<file path="src/rtl/pipe_hazard_ctrl_pkg.sv">
// ---------------------------------------------------------------------------
// pipe_hazard_ctrl_pkg
// Shared core defines for the decode/issue hazard controller: the core bus
// widths, the default register-index width and in-flight limit, the hazard
// FSM state encoding and a small width helper.
// No ports (package).
// ---------------------------------------------------------------------------
package pipe_hazard_ctrl_pkg;

   // Core bus widths shared across the pipeline
   localparam int CORE_XLEN        = 32;
   localparam int CORE_ILEN        = 32;

   // Hazard controller defaults
   localparam int RS_W_DEFAULT     = 5;
   localparam int INFL_MAX_DEFAULT = 4;
   localparam int PERF_CNT_W       = 32;

   // Issue control FSM encoding
   typedef enum logic [1:0] {
      HAZ_RUN    = 2'd0,
      HAZ_SERIAL = 2'd1,
      HAZ_FLUSH  = 2'd2
   } hazState_e;

   // Width needed to hold the values 0..maxVal inclusive
   function automatic int cntWidth(input int maxVal);
      return (maxVal < 1) ? 1 : $clog2(maxVal + 1);
   endfunction

endpackage

</file>
<file path="src/rtl/pipe_hazard_ctrl_scoreboard.sv">
// ---------------------------------------------------------------------------
// pipe_scoreboard
// Per-register pending-write counters (2 bits each) for registers
// 1..2^RS_W-1. Register x0 has no counter and always reads as zero.
//
// Ports
//   i_clk, i_rst_n          clock, asynchronous active-low reset
//   i_incEn, i_incIdx       a write to i_incIdx was issued this cycle
//   i_decEn, i_decIdx       a write to i_decIdx retired this cycle
//   i_rs1Idx/i_rs2Idx/i_rdIdx   read indices
//   o_rs1Cnt/o_rs2Cnt/o_rdCnt   pending count seen by decode this cycle
//
// The read ports already discount a retirement happening in the same cycle,
// so a dependent instruction can issue in the very cycle its producer
// leaves WB.
// ---------------------------------------------------------------------------
module pipe_scoreboard
   import pipe_hazard_ctrl_pkg::*;
#(
   parameter int RS_W = RS_W_DEFAULT
) (
   input  logic            i_clk,
   input  logic            i_rst_n,
   input  logic            i_incEn,
   input  logic [RS_W-1:0] i_incIdx,
   input  logic            i_decEn,
   input  logic [RS_W-1:0] i_decIdx,
   input  logic [RS_W-1:0] i_rs1Idx,
   input  logic [RS_W-1:0] i_rs2Idx,
   input  logic [RS_W-1:0] i_rdIdx,
   output logic [1:0]      o_rs1Cnt,
   output logic [1:0]      o_rs2Cnt,
   output logic [1:0]      o_rdCnt
);

   localparam int NREG = 1 << RS_W;

   logic [NREG-1:0][1:0] r_cnt;
   logic [NREG-1:0][1:0] w_cntNext;
   logic [NREG-1:0]      w_incHit;
   logic [NREG-1:0]      w_decHit;
   logic [1:0]           w_rs1Raw;
   logic [1:0]           w_rs2Raw;
   logic [1:0]           w_rdRaw;

   // One-hot select of the register being incremented / decremented;
   // x0 is excluded so its slot stays at zero forever.
   assign w_incHit = (i_incEn && (i_incIdx != '0)) ? (NREG'(1) << i_incIdx) : '0;
   assign w_decHit = (i_decEn && (i_decIdx != '0)) ? (NREG'(1) << i_decIdx) : '0;

   // Next counter values: an increment and decrement on the same register
   // cancel out; the saturation and underflow guards are belt-and-braces,
   // the controller never issues into a saturated counter.
   always_comb begin
      w_cntNext = r_cnt;
      for (int k = 1; k < NREG; k++) begin
         if (w_incHit[k] && !w_decHit[k] && (r_cnt[k] != 2'd3)) begin
            w_cntNext[k] = r_cnt[k] + 2'd1;
         end else if (!w_incHit[k] && w_decHit[k] && (r_cnt[k] != 2'd0)) begin
            w_cntNext[k] = r_cnt[k] - 2'd1;
         end
      end
   end

   // Counter storage
   always_ff @(posedge i_clk or negedge i_rst_n) begin
      if (!i_rst_n) begin
         r_cnt <= '0;
      end else begin
         r_cnt <= w_cntNext;
      end
   end

   // Read ports with same-cycle retirement bypass
   always_comb begin
      w_rs1Raw = r_cnt[i_rs1Idx];
      w_rs2Raw = r_cnt[i_rs2Idx];
      w_rdRaw  = r_cnt[i_rdIdx];
      o_rs1Cnt = w_rs1Raw;
      o_rs2Cnt = w_rs2Raw;
      o_rdCnt  = w_rdRaw;
      if (w_decHit[i_rs1Idx] && (w_rs1Raw != 2'd0)) o_rs1Cnt = w_rs1Raw - 2'd1;
      if (w_decHit[i_rs2Idx] && (w_rs2Raw != 2'd0)) o_rs2Cnt = w_rs2Raw - 2'd1;
      if (w_decHit[i_rdIdx]  && (w_rdRaw  != 2'd0)) o_rdCnt  = w_rdRaw  - 2'd1;
   end

endmodule

</file>
<file path="src/rtl/pipe_hazard_ctrl.sv">
// ---------------------------------------------------------------------------
// pipe_hazard_ctrl
// Decode-stage issue gate. Holds decode while a source (or a saturated
// destination) has writes pending, while the ID..WB window is full, while a
// serializing op waits for the pipe to drain or is itself in flight, and
// kills IF/ID for two cycles when EX redirects.
//
// Ports
//   clk_i, rst_i                  clock, asynchronous active-low reset
//   d_valid_i                     decode holds an instruction
//   d_rs1_used_i/d_rs2_used_i     source operands are read
//   d_rs1_i/d_rs2_i/d_rd_i        register indices
//   d_wenReg_i                    instruction writes d_rd_i
//   d_is_sys_i                    serializing op (CSR/ecall/mret/fence)
//   E_ready_i                     ID/EX can accept
//   E_valid_o                     gated valid to ID/EX; issue = E_valid_o & E_ready_i
//   d_stall_o                     hold IF/ID
//   wb_valid_i/wb_wenReg_i/wb_rd_i    retirement at WB
//   ex_redirect_i                 mispredict or trap resolved in EX
//   flush_o                       kill IF/ID
//   stall_cnt_o/flush_cnt_o       cycle counters, only with PIPE_HAZARD_PERF_EN
//
// Build option: define PIPE_HAZARD_PERF_EN to add the two 32-bit
// performance counters.
// ---------------------------------------------------------------------------
module pipe_hazard_ctrl
   import pipe_hazard_ctrl_pkg::*;
#(
   parameter int RS_W     = RS_W_DEFAULT,
   parameter int INFL_MAX = INFL_MAX_DEFAULT
) (
   input  logic                  clk_i,
   input  logic                  rst_i,
   input  logic                  d_valid_i,
   input  logic                  d_rs1_used_i,
   input  logic                  d_rs2_used_i,
   input  logic                  d_wenReg_i,
   input  logic                  d_is_sys_i,
   input  logic [RS_W-1:0]       d_rs1_i,
   input  logic [RS_W-1:0]       d_rs2_i,
   input  logic [RS_W-1:0]       d_rd_i,
   input  logic                  E_ready_i,
   output logic                  E_valid_o,
   output logic                  d_stall_o,
   input  logic                  wb_valid_i,
   input  logic                  wb_wenReg_i,
   input  logic [RS_W-1:0]       wb_rd_i,
   input  logic                  ex_redirect_i,
`ifdef PIPE_HAZARD_PERF_EN
   output logic [PERF_CNT_W-1:0] stall_cnt_o,
   output logic [PERF_CNT_W-1:0] flush_cnt_o,
`endif
   output logic                  flush_o
);

   localparam int                INFL_W     = cntWidth(INFL_MAX);
   localparam logic [INFL_W-1:0] INFL_LIMIT = INFL_W'(INFL_MAX);

   hazState_e         r_state;
   hazState_e         w_stateNext;
   logic [INFL_W-1:0] r_inflight;
   logic [INFL_W-1:0] w_inflNext;

   logic [1:0]        w_rs1Cnt;
   logic [1:0]        w_rs2Cnt;
   logic [1:0]        w_rdCnt;
   logic              w_hazard;
   logic              w_full;
   logic              w_sysBlock;
   logic              w_eValid;
   logic              w_dStall;
   logic              w_flush;
   logic              w_issue;

   // Pending-write scoreboard: bumped on issue of a register write,
   // released when that write retires at WB.
   pipe_scoreboard #(
      .RS_W (RS_W)
   ) u_scoreboard (
      .i_clk    (clk_i),
      .i_rst_n  (rst_i),
      .i_incEn  (w_issue && d_wenReg_i),
      .i_incIdx (d_rd_i),
      .i_decEn  (wb_valid_i && wb_wenReg_i),
      .i_decIdx (wb_rd_i),
      .i_rs1Idx (d_rs1_i),
      .i_rs2Idx (d_rs2_i),
      .i_rdIdx  (d_rd_i),
      .o_rs1Cnt (w_rs1Cnt),
      .o_rs2Cnt (w_rs2Cnt),
      .o_rdCnt  (w_rdCnt)
   );

   // Data hazard: a used source still has a pending writer, or the
   // destination counter is saturated and cannot record another write.
   always_comb begin
      w_hazard = 1'b0;
      if (d_rs1_used_i && (d_rs1_i != '0) && (w_rs1Cnt != 2'd0)) w_hazard = 1'b1;
      if (d_rs2_used_i && (d_rs2_i != '0) && (w_rs2Cnt != 2'd0)) w_hazard = 1'b1;
      if (d_wenReg_i && (w_rdCnt == 2'd3))                      w_hazard = 1'b1;
   end

   assign w_full     = (r_inflight == INFL_LIMIT);
   assign w_sysBlock = d_is_sys_i && (r_inflight != '0);

   // Next state and issue gating. The redirect override sits last so it
   // beats issue and SERIAL entry; IF/ID is being killed, so it is not
   // also held.
   always_comb begin
      w_stateNext = r_state;
      w_eValid    = 1'b0;
      w_dStall    = 1'b0;
      w_flush     = 1'b0;
      case (r_state)
         HAZ_RUN: begin
            w_eValid = d_valid_i && !w_hazard && !w_full && !w_sysBlock;
            w_dStall = d_valid_i && !(w_eValid && E_ready_i);
            if (w_eValid && E_ready_i && d_is_sys_i) begin
               w_stateNext = HAZ_SERIAL;
            end
         end
         HAZ_SERIAL: begin
            w_dStall = d_valid_i;
            if (r_inflight == '0) begin
               w_stateNext = HAZ_RUN;
            end
         end
         HAZ_FLUSH: begin
            w_flush     = 1'b1;
            w_stateNext = HAZ_RUN;
         end
         default: begin
            w_stateNext = HAZ_RUN;
         end
      endcase
      if (ex_redirect_i) begin
         w_eValid    = 1'b0;
         w_dStall    = 1'b0;
         w_flush     = 1'b1;
         w_stateNext = HAZ_FLUSH;
      end
   end

   // Outputs are combinational, so reset must mask them directly to take
   // effect the instant rst_i drops.
   assign E_valid_o = rst_i && w_eValid;
   assign d_stall_o = rst_i && w_dStall;
   assign flush_o   = rst_i && w_flush;
   assign w_issue   = E_valid_o && E_ready_i;

   // In-flight window: +1 per issue, -1 per retirement, net zero when both.
   always_comb begin
      w_inflNext = r_inflight;
      if (w_issue && !wb_valid_i) begin
         w_inflNext = r_inflight + INFL_W'(1);
      end else if (!w_issue && wb_valid_i && (r_inflight != '0)) begin
         w_inflNext = r_inflight - INFL_W'(1);
      end
   end

   // State and in-flight registers
   always_ff @(posedge clk_i or negedge rst_i) begin
      if (!rst_i) begin
         r_state    <= HAZ_RUN;
         r_inflight <= '0;
      end else begin
         r_state    <= w_stateNext;
         r_inflight <= w_inflNext;
      end
   end

`ifdef PIPE_HAZARD_PERF_EN
   logic [PERF_CNT_W-1:0] r_stallCnt;
   logic [PERF_CNT_W-1:0] r_flushCnt;

   // Free-running stall/flush cycle counters, wrapping naturally
   always_ff @(posedge clk_i or negedge rst_i) begin
      if (!rst_i) begin
         r_stallCnt <= '0;
         r_flushCnt <= '0;
      end else begin
         if (d_stall_o) r_stallCnt <= r_stallCnt + PERF_CNT_W'(1);
         if (flush_o)   r_flushCnt <= r_flushCnt + PERF_CNT_W'(1);
      end
   end

   assign stall_cnt_o = r_stallCnt;
   assign flush_cnt_o = r_flushCnt;
`endif

endmodule

</file>
<file path="config.mk">
export PLATFORM = sky130hd
export DESIGN_NAME = pipe_hazard_ctrl
export DESIGN_NICKNAME = d
export VERILOG_FILES = /design/src/rtl/pipe_hazard_ctrl_pkg.sv /design/src/rtl/pipe_hazard_ctrl_scoreboard.sv /design/src/rtl/pipe_hazard_ctrl.sv
export SDC_FILE = /design/constraint.sdc
export NUM_CORES = 1
export LEC_CHECK = 0
export BUFFER_PORTS_ARGS = -buffer_cell sky130_fd_sc_hd__buf_2
export CORE_ASPECT_RATIO = 1.4
export CORE_UTILIZATION = 36
export DETAILED_ROUTE_END_ITERATION = 10
export PLACE_DENSITY = 0.61
export SETUP_SLACK_MARGIN = 0.5
export SLEW_MARGIN = 20
export SYNTH_ARGS = -nofsm -noshare
export SYNTH_HDL_FRONTEND = slang
export SYNTH_SLANG_ARGS = --single-unit
</file>
<file path="constraint.sdc">
create_clock -name clk_i -period 7.98 [get_ports clk_i]
set_input_delay 2.394 -clock clk_i [delete_from_list [all_inputs] [get_ports clk_i]]
set_output_delay 2.394 -clock clk_i [all_outputs]
set_load 0.03 [all_outputs]
</file>
; ---- After elaboration in Yosys (flattened, before gate mapping)
; Cells that the tools add are included.
[word_totals]
register_bits = 67
input_bits = 31
output_inout_bits = 3
elab_cells = 530
[classes]
addsub = 67
magnitude_cmp = 3
n_eq_ne = 37
n_shift = 2
muxes = 94
reduce_logical = 294
[ops]
columns = cell, n
row1 = 1-bit logical AND, 150
row2 = 2-bit two-way mux, 71
row3 = 2-bit nonzero test, 68
row4 = 1-bit logical NOT, 68
row5 = 2-bit by 1-bit subtractor with 2-bit output (second input constant), 34
row6 = 32-bit two-way mux, 2
row7 = 1-bit by 5-bit << shifter with 32-bit output (first input constant), 2
row8 = 2-bit by 1-bit adder with 2-bit output (second input constant), 31
row9 = 2-bit inequality test (second input constant), 31
row10 = 2-bit binary-select mux with 5-bit select, 3
row11 = 5-bit nonzero test, 4
row12 = 5-bit by 6-bit < comparator with 1-bit output (second input constant), 3
row13 = 1-bit binary-select mux with 5-bit select, 3
row14 = 1-bit two-way mux, 11
row15 = 3-bit two-way mux, 2
row16 = 3-bit inequality test (second input constant), 2
row17 = 2-bit == test (second input constant), 2
row18 = 2-bit one-hot mux with 2 select lines, 1
row19 = 3-bit by 1-bit adder with 3-bit output (second input constant), 1
row20 = 3-bit == test (second input constant), 1
row21 = 3-bit logical NOT, 1
row22 = 3-bit nonzero test, 1
row23 = 3-bit by 1-bit subtractor with 3-bit output (second input constant), 1
row24 = 2-bit by 1-bit == test with 1-bit output (second input constant), 1
row25 = other kinds (3), 3

; ---- Depth between registers and ports, before layout
[depth]
depth_word = 28
ltp_mapped = 19
depth_no_buf = 17

; ---- By module
; Synthesis repeated with hierarchy kept, for this count alone.
[hier_totals]
hier_cells = 707
area_unflattened_um2 = 6242.2
[modules_own_cells]
columns = mod, n_inst, cells_each, area_per_inst_um2, seq_area_each_um2
row1 = pipe_scoreboard, 1, 648, 5776.8, 1551.5
row2 = pipe_hazard_ctrl, 1, 59, 465.4, 125.1

; ---- Least setup slack after synthesis
; No wires, ideal clock.
[synth_path]
path_kind = input -> output
startpoint = input port d_rs1_i[0]
endpoint = output port E_valid_o
t_arrival_ns = 5.706
t_required_ns = 5.586
slack_ns = -0.120
path_stages = 14
path_buffers = 3
cell_sequence = buf_2 > clkbuf_1 > a221oi_1 > o32a_1 > nand2_1 > nand2_1 > ha_1 > or4_1 > a21boi_0 > a31oi_1 > a22o_2 > buf_4 > a211oi_4 > and2_1
[synth_between]
elab_chain_len = 17
elab_cells_between_ends = 22
cone_classes = 1 x add/sub / 10 x mux / 11 x reduce/logical
[synth_lines]
columns = item, line
row1 = start: declaration, pipe_hazard_ctrl.sv:39  ; input logic [RS_W-1:0] d_rs1_i,
row2 = branches (longest 6 deep; another with 2-bit by 1-bit subtractor with 2-bit output), n/a
row3 = 1-bit logical AND *, pipe_hazard_ctrl.sv:98  ; if (d_rs1_used_i && (d_rs1_i != '0) && (w_rs1Cnt != 2'd0)) w_hazard = 1'b1;
row4 = 1-bit two-way mux *, pipe_hazard_ctrl.sv:98
row5 = 1-bit two-way mux *, pipe_hazard_ctrl.sv:99  ; if (d_rs2_used_i && (d_rs2_i != '0) && (w_rs2Cnt != 2'd0)) w_hazard = 1'b1;
row6 = 1-bit two-way mux *, pipe_hazard_ctrl.sv:100  ; if (d_wenReg_i && (w_rdCnt == 2'd3)) w_hazard = 1'b1;
row7 = 1-bit logical NOT *, pipe_hazard_ctrl.sv:116  ; w_eValid = d_valid_i && !w_hazard && !w_full && !w_sysBlock;
row8 = 1-bit logical AND * (3 in a row), pipe_hazard_ctrl.sv:116
row9 = 1-bit two-way mux *, pipe_hazard_ctrl.sv:114  ; case (r_state)
row10 = 1-bit two-way mux *, pipe_hazard_ctrl.sv:136  ; if (ex_redirect_i) begin
row11 = 1-bit logical AND *, pipe_hazard_ctrl.sv:146  ; assign E_valid_o = rst_i && w_eValid;
row12 = end: declaration, pipe_hazard_ctrl.sv:43  ; output logic E_valid_o,
; Mark *: on every way between the ends. The select of a mux whose other input is x is not followed.

; ---- Final worst setup path
; Same ends and word-level chain as after synthesis.

==> results by group <==
Cells and area
  – Area Growth Syn to Fin: 17.0%
  – Fill cells: a little under 2k
  – Layout cells sized above 1: between 20% and 30%
  – Register area: 1680 µm²
  – Antenna fix cells: 0
  – Nets: approximately 900
  – Layout Utilization: between 40% and 50%
  – Multi-input gate area: about 5500 µm²

Power
  – P_sw: between 0.3 and 0.4 mW
  – P_int: approximately 0.8 mW
  – Worst IR Drop VDD: ~0.00010 V
  – Total power: about 1.2 mW
  – Gate power share: a little over a quarter
  – PwrDens: between 100 and 150 nW/µm²
  – Leakage: roughly 3.3 nW
  – Part of the power in registers: about a third
  – Clock share of power: just over 40%
  – Switching Fraction: 33.6%

Die
  – Die height: between 150 and 200 µm
  – Die width: around 120 µm
  – Die area: between 20000 and 25000 µm²
  – Initial core utilization: between 30% and 40%
  – Ports: 34
  – Core area: 20000 µm²
  – Num rows: about 60

Worst setup path
  – CP arrival: 5500 ps
  – CP startpoint kind: input pin
  – Top fanout value on the critical path: 11
  – Crit path required time: about 5600 ps
  – CP Capture Type: primary output
  – Crit Path Category: in -> out

Global routing
  – GR peak layer: met2
  – Met2 usage: between 40% and 50%
  – Pin count of the biggest net entering global routing: between 60 and 70
  – Total congestion overflow: 0
  – First-pass GRT wire length: 43.0 mm
  – Routing usage on met3: approximately 5.8%
  – Tot GR Track Use: between 20% and 30%
  – Met1 Usage GRT: between 30% and 40%
  – Vias in the first global route: roughly 7.3k
  – Initial antenna violation count: 1

Route
  – Routed len/inst: 24.8 µm
  – Remaining routing DRC violations: 0
  – Number of DRC markers in iteration 0: 867
  – Vias post-DR: 7797
  – Vias per inst: ~6.8
  – WL final: 28.5 mm
  – Pre-antenna DRT Iters: 5
  – Routed Antenna Nets: 0

Placed design
  – Routability Congestion: between 0.9 and 1
  – Post-DP HPWL: just under 20 mm
  – Buffers on Ports: 33

Synth
  – Top_reg_cell synth: dfrtp_1
  – Post-synth EDFFs: 0
  – Cell area after synthesis: between 7000 and 8000 µm²
  – Synthesized Nets: 895
  – Syn avg cell area: 8.60 µm²
  – #FFs+latches synth: 67
  – Post-synthesis cell count: 860
  – Sequential fraction of the synthesis area: ~23%
  – Async SR Flop Fraction: 100%
  – Synth unique cells: 78
  – Synth Warn #: 0

Clock network
  – Hold Buf Count CTS: 0
  – Clk Latency, worst-skew pair: roughly 350 ps
  – Root buffer cell: clkbuf_16
  – Clk buf depth: 2
  – Htree depth: 3
  – Cts bufs inserted: 9
  – CTS Sinks: 67
  – Worst-path clk slew: about 60 ps
  – CTS tree: done

Timing
  – Max Clock Freq: around 130 MHz
  – RSZ-0062 raised after global routing: yes
  – Final hold violations: 0
  – Worst Skew: slightly above 8 ps
  – Slew @ Worst Pin: 1020 ps
  – Setup violators final: 0
  – Tmin final: approximately 8000 ps
  – Fin crit share: 99.0%
  – Hold Slack: between 400 and 500 ps
  – Max Transition Viols Final: 0
  – Slew HR: 31.6%

Min path
  – Class of the worst hold path: reg -> reg

Flow run
  – Maxcap violations: 0

Status
  – Status: complete, no violations
==> power groups by stage <==
stage,Combinational (mW),Clock [mW],Sequential [mW]
2_1_floorplan,0.212,0,0.369
3_3_place_gp,0.278,0,0.383
3_5_place_dp,0.281,0,0.384
4_1_cts,0.306,0.486,0.378
5_1_grt,0.339,0.500,0.382
6_report,0.321,0.483,0.378
==> routing by layer <==
layer / wire [µm] / share of wire, %
met5: 0 / 0
met3: 2430 / 8.5
met2: 13400 / 47
met4: 2130 / 7.5
met1: 10500 / 37
==> layout by cell type (no fill, tap or decap), types with 22 or more instances in the layout <==
master / n
mux2i_1: 31
nand2_1: 100
nor2_1: 101
a21oi_1: 30
buf_4: 56
dfrtp_1: 67
and3_1: 39
mux4_2: 24
buf_2: 22
nand3_1: 23
o2111ai_1: 24
==> cell type report <==
class                      count  share of cell area (%)
sequential                    67                    19.4
tap                          252                    3.64
multi-input combinational    707                    63.4
timing repair buffer          93                    8.97
inverter                      14                   0.607
clock buffer                  10                    2.76
clock inverter                 6                    1.29
==> flip-flops by register name, summed over array words and instances (netlist names) <==
register	cells
u_scoreboard.r_cnt	62
r_inflight	3
r_state	2
==> critical path, cell delays in order <==
cell and delay [ps]:
buf_16 130, mux4_2 330, nor2b_1 50, o32a_1 370
nand2_2 110, nand2_4 60, ha_4 150, nor4_2 220
o2111ai_1 230, buf_4 220, a21boi_1 200, a31oi_2 140
a22o_4 290, a211oi_4 160, buf_6 170, and2_4 140
buf_6 120
==> cells by family (layout without fill, tap and decap cells) <==
family                   after synthesis  after routing  synth area share (%)
AO/OA/AOI/OAI                        231            231                  28.8
XOR/XNOR                              11             11                  1.30
adder cells (fa/ha/maj)                4              4                 0.778
buffers and inverters                 86            123                  6.15
flip-flops                            67             67                  22.7
multiplexers                          71             71                  14.1
AND/OR/NAND/NOR                      390            390                  26.1
==> cells in the mapped netlist, types with 4 or more instances <==
cell / count / area, µm²
o2bb2ai_1: 10 / 87.6
nand4_1: 14 / 87.6
nor2b_1: 21 / 131
inv_1: 13 / 48.8
nor3b_1: 14 / 105
a21oi_1: 31 / 155
or2_2: 5 / 31.3
a31oi_1: 10 / 62.6
a22oi_1: 5 / 37.5
and3_1: 39 / 244
and2_1: 14 / 87.6
clkbuf_1: 34 / 128
nor4_1: 4 / 25.0
a311oi_1: 6 / 52.6
a211oi_1: 17 / 128
nand4b_1: 4 / 35.0
nor2_1: 101 / 379
nor3_1: 21 / 105
xnor2_1: 5 / 43.8
a221oi_1: 20 / 175
nand2_1: 103 / 387
nand2b_1: 9 / 56.3
a2111oi_0: 4 / 35.0
o21ai_0: 17 / 85.1
buf_2: 19 / 95.1
o2111ai_1: 25 / 219
dfrtp_1: 67 / 1680
nand3b_1: 4 / 30.0
xor2_1: 6 / 52.6
a2111oi_2: 4 / 60.1
a2111oi_4: 15 / 413
buf_4: 9 / 67.6
o211ai_1: 12 / 90.1
o21a_1: 5 / 37.5
nand3_1: 23 / 115
mux4_2: 24 / 541
mux2i_1: 32 / 320
mux2_2: 14 / 158
o32ai_1: 7 / 61.3
buf_6: 7 / 78.8
==> repair_timing <==
action / CTS / global route
resized for setup: 51 / 11
pin swaps: 15 / 15
gates cloned: 1 / 0
endpoints found under the setup margin: 2 / 2
setup buffers: 13 / 9
endpoints found under the hold margin: 0 / 0
==> path summary, 6_finish.rpt <==
kind | startpoint | endpoint | slack [ps] | cells after the start
max in group asynchronous | rst_i | u_scoreboard.r_cnt[21] | 5090 | 2
hold / removal | r_state[1] | r_state[0] | 460 | 1
hold reg to reg | r_state[1] | r_state[0] | 460 | 1
min in group asynchronous | rst_i | r_state[1] | 2280 | 2
setup reg to reg | u_scoreboard.r_cnt[22] | r_inflight[2] | 2880 | 19
setup / recovery | d_rs1_i[0] | E_valid_o | 80 | 17
==> through the flow <==
step	TNS (ps)	instance area [µm²]	std cells	setup WS [ps]
2_1_floorplan	0	7490	860	445
3_3_place_gp	0	7840	1110	12.4
3_5_place_dp	-0.464	7840	1110	-0.464
4_1_cts	0	8540	1140	331
5_1_grt	-10.7	8660	1149	-10.7
6_report	0	8660	1149	83.6
Note: power is estimated with default switching activity, not from simulation.
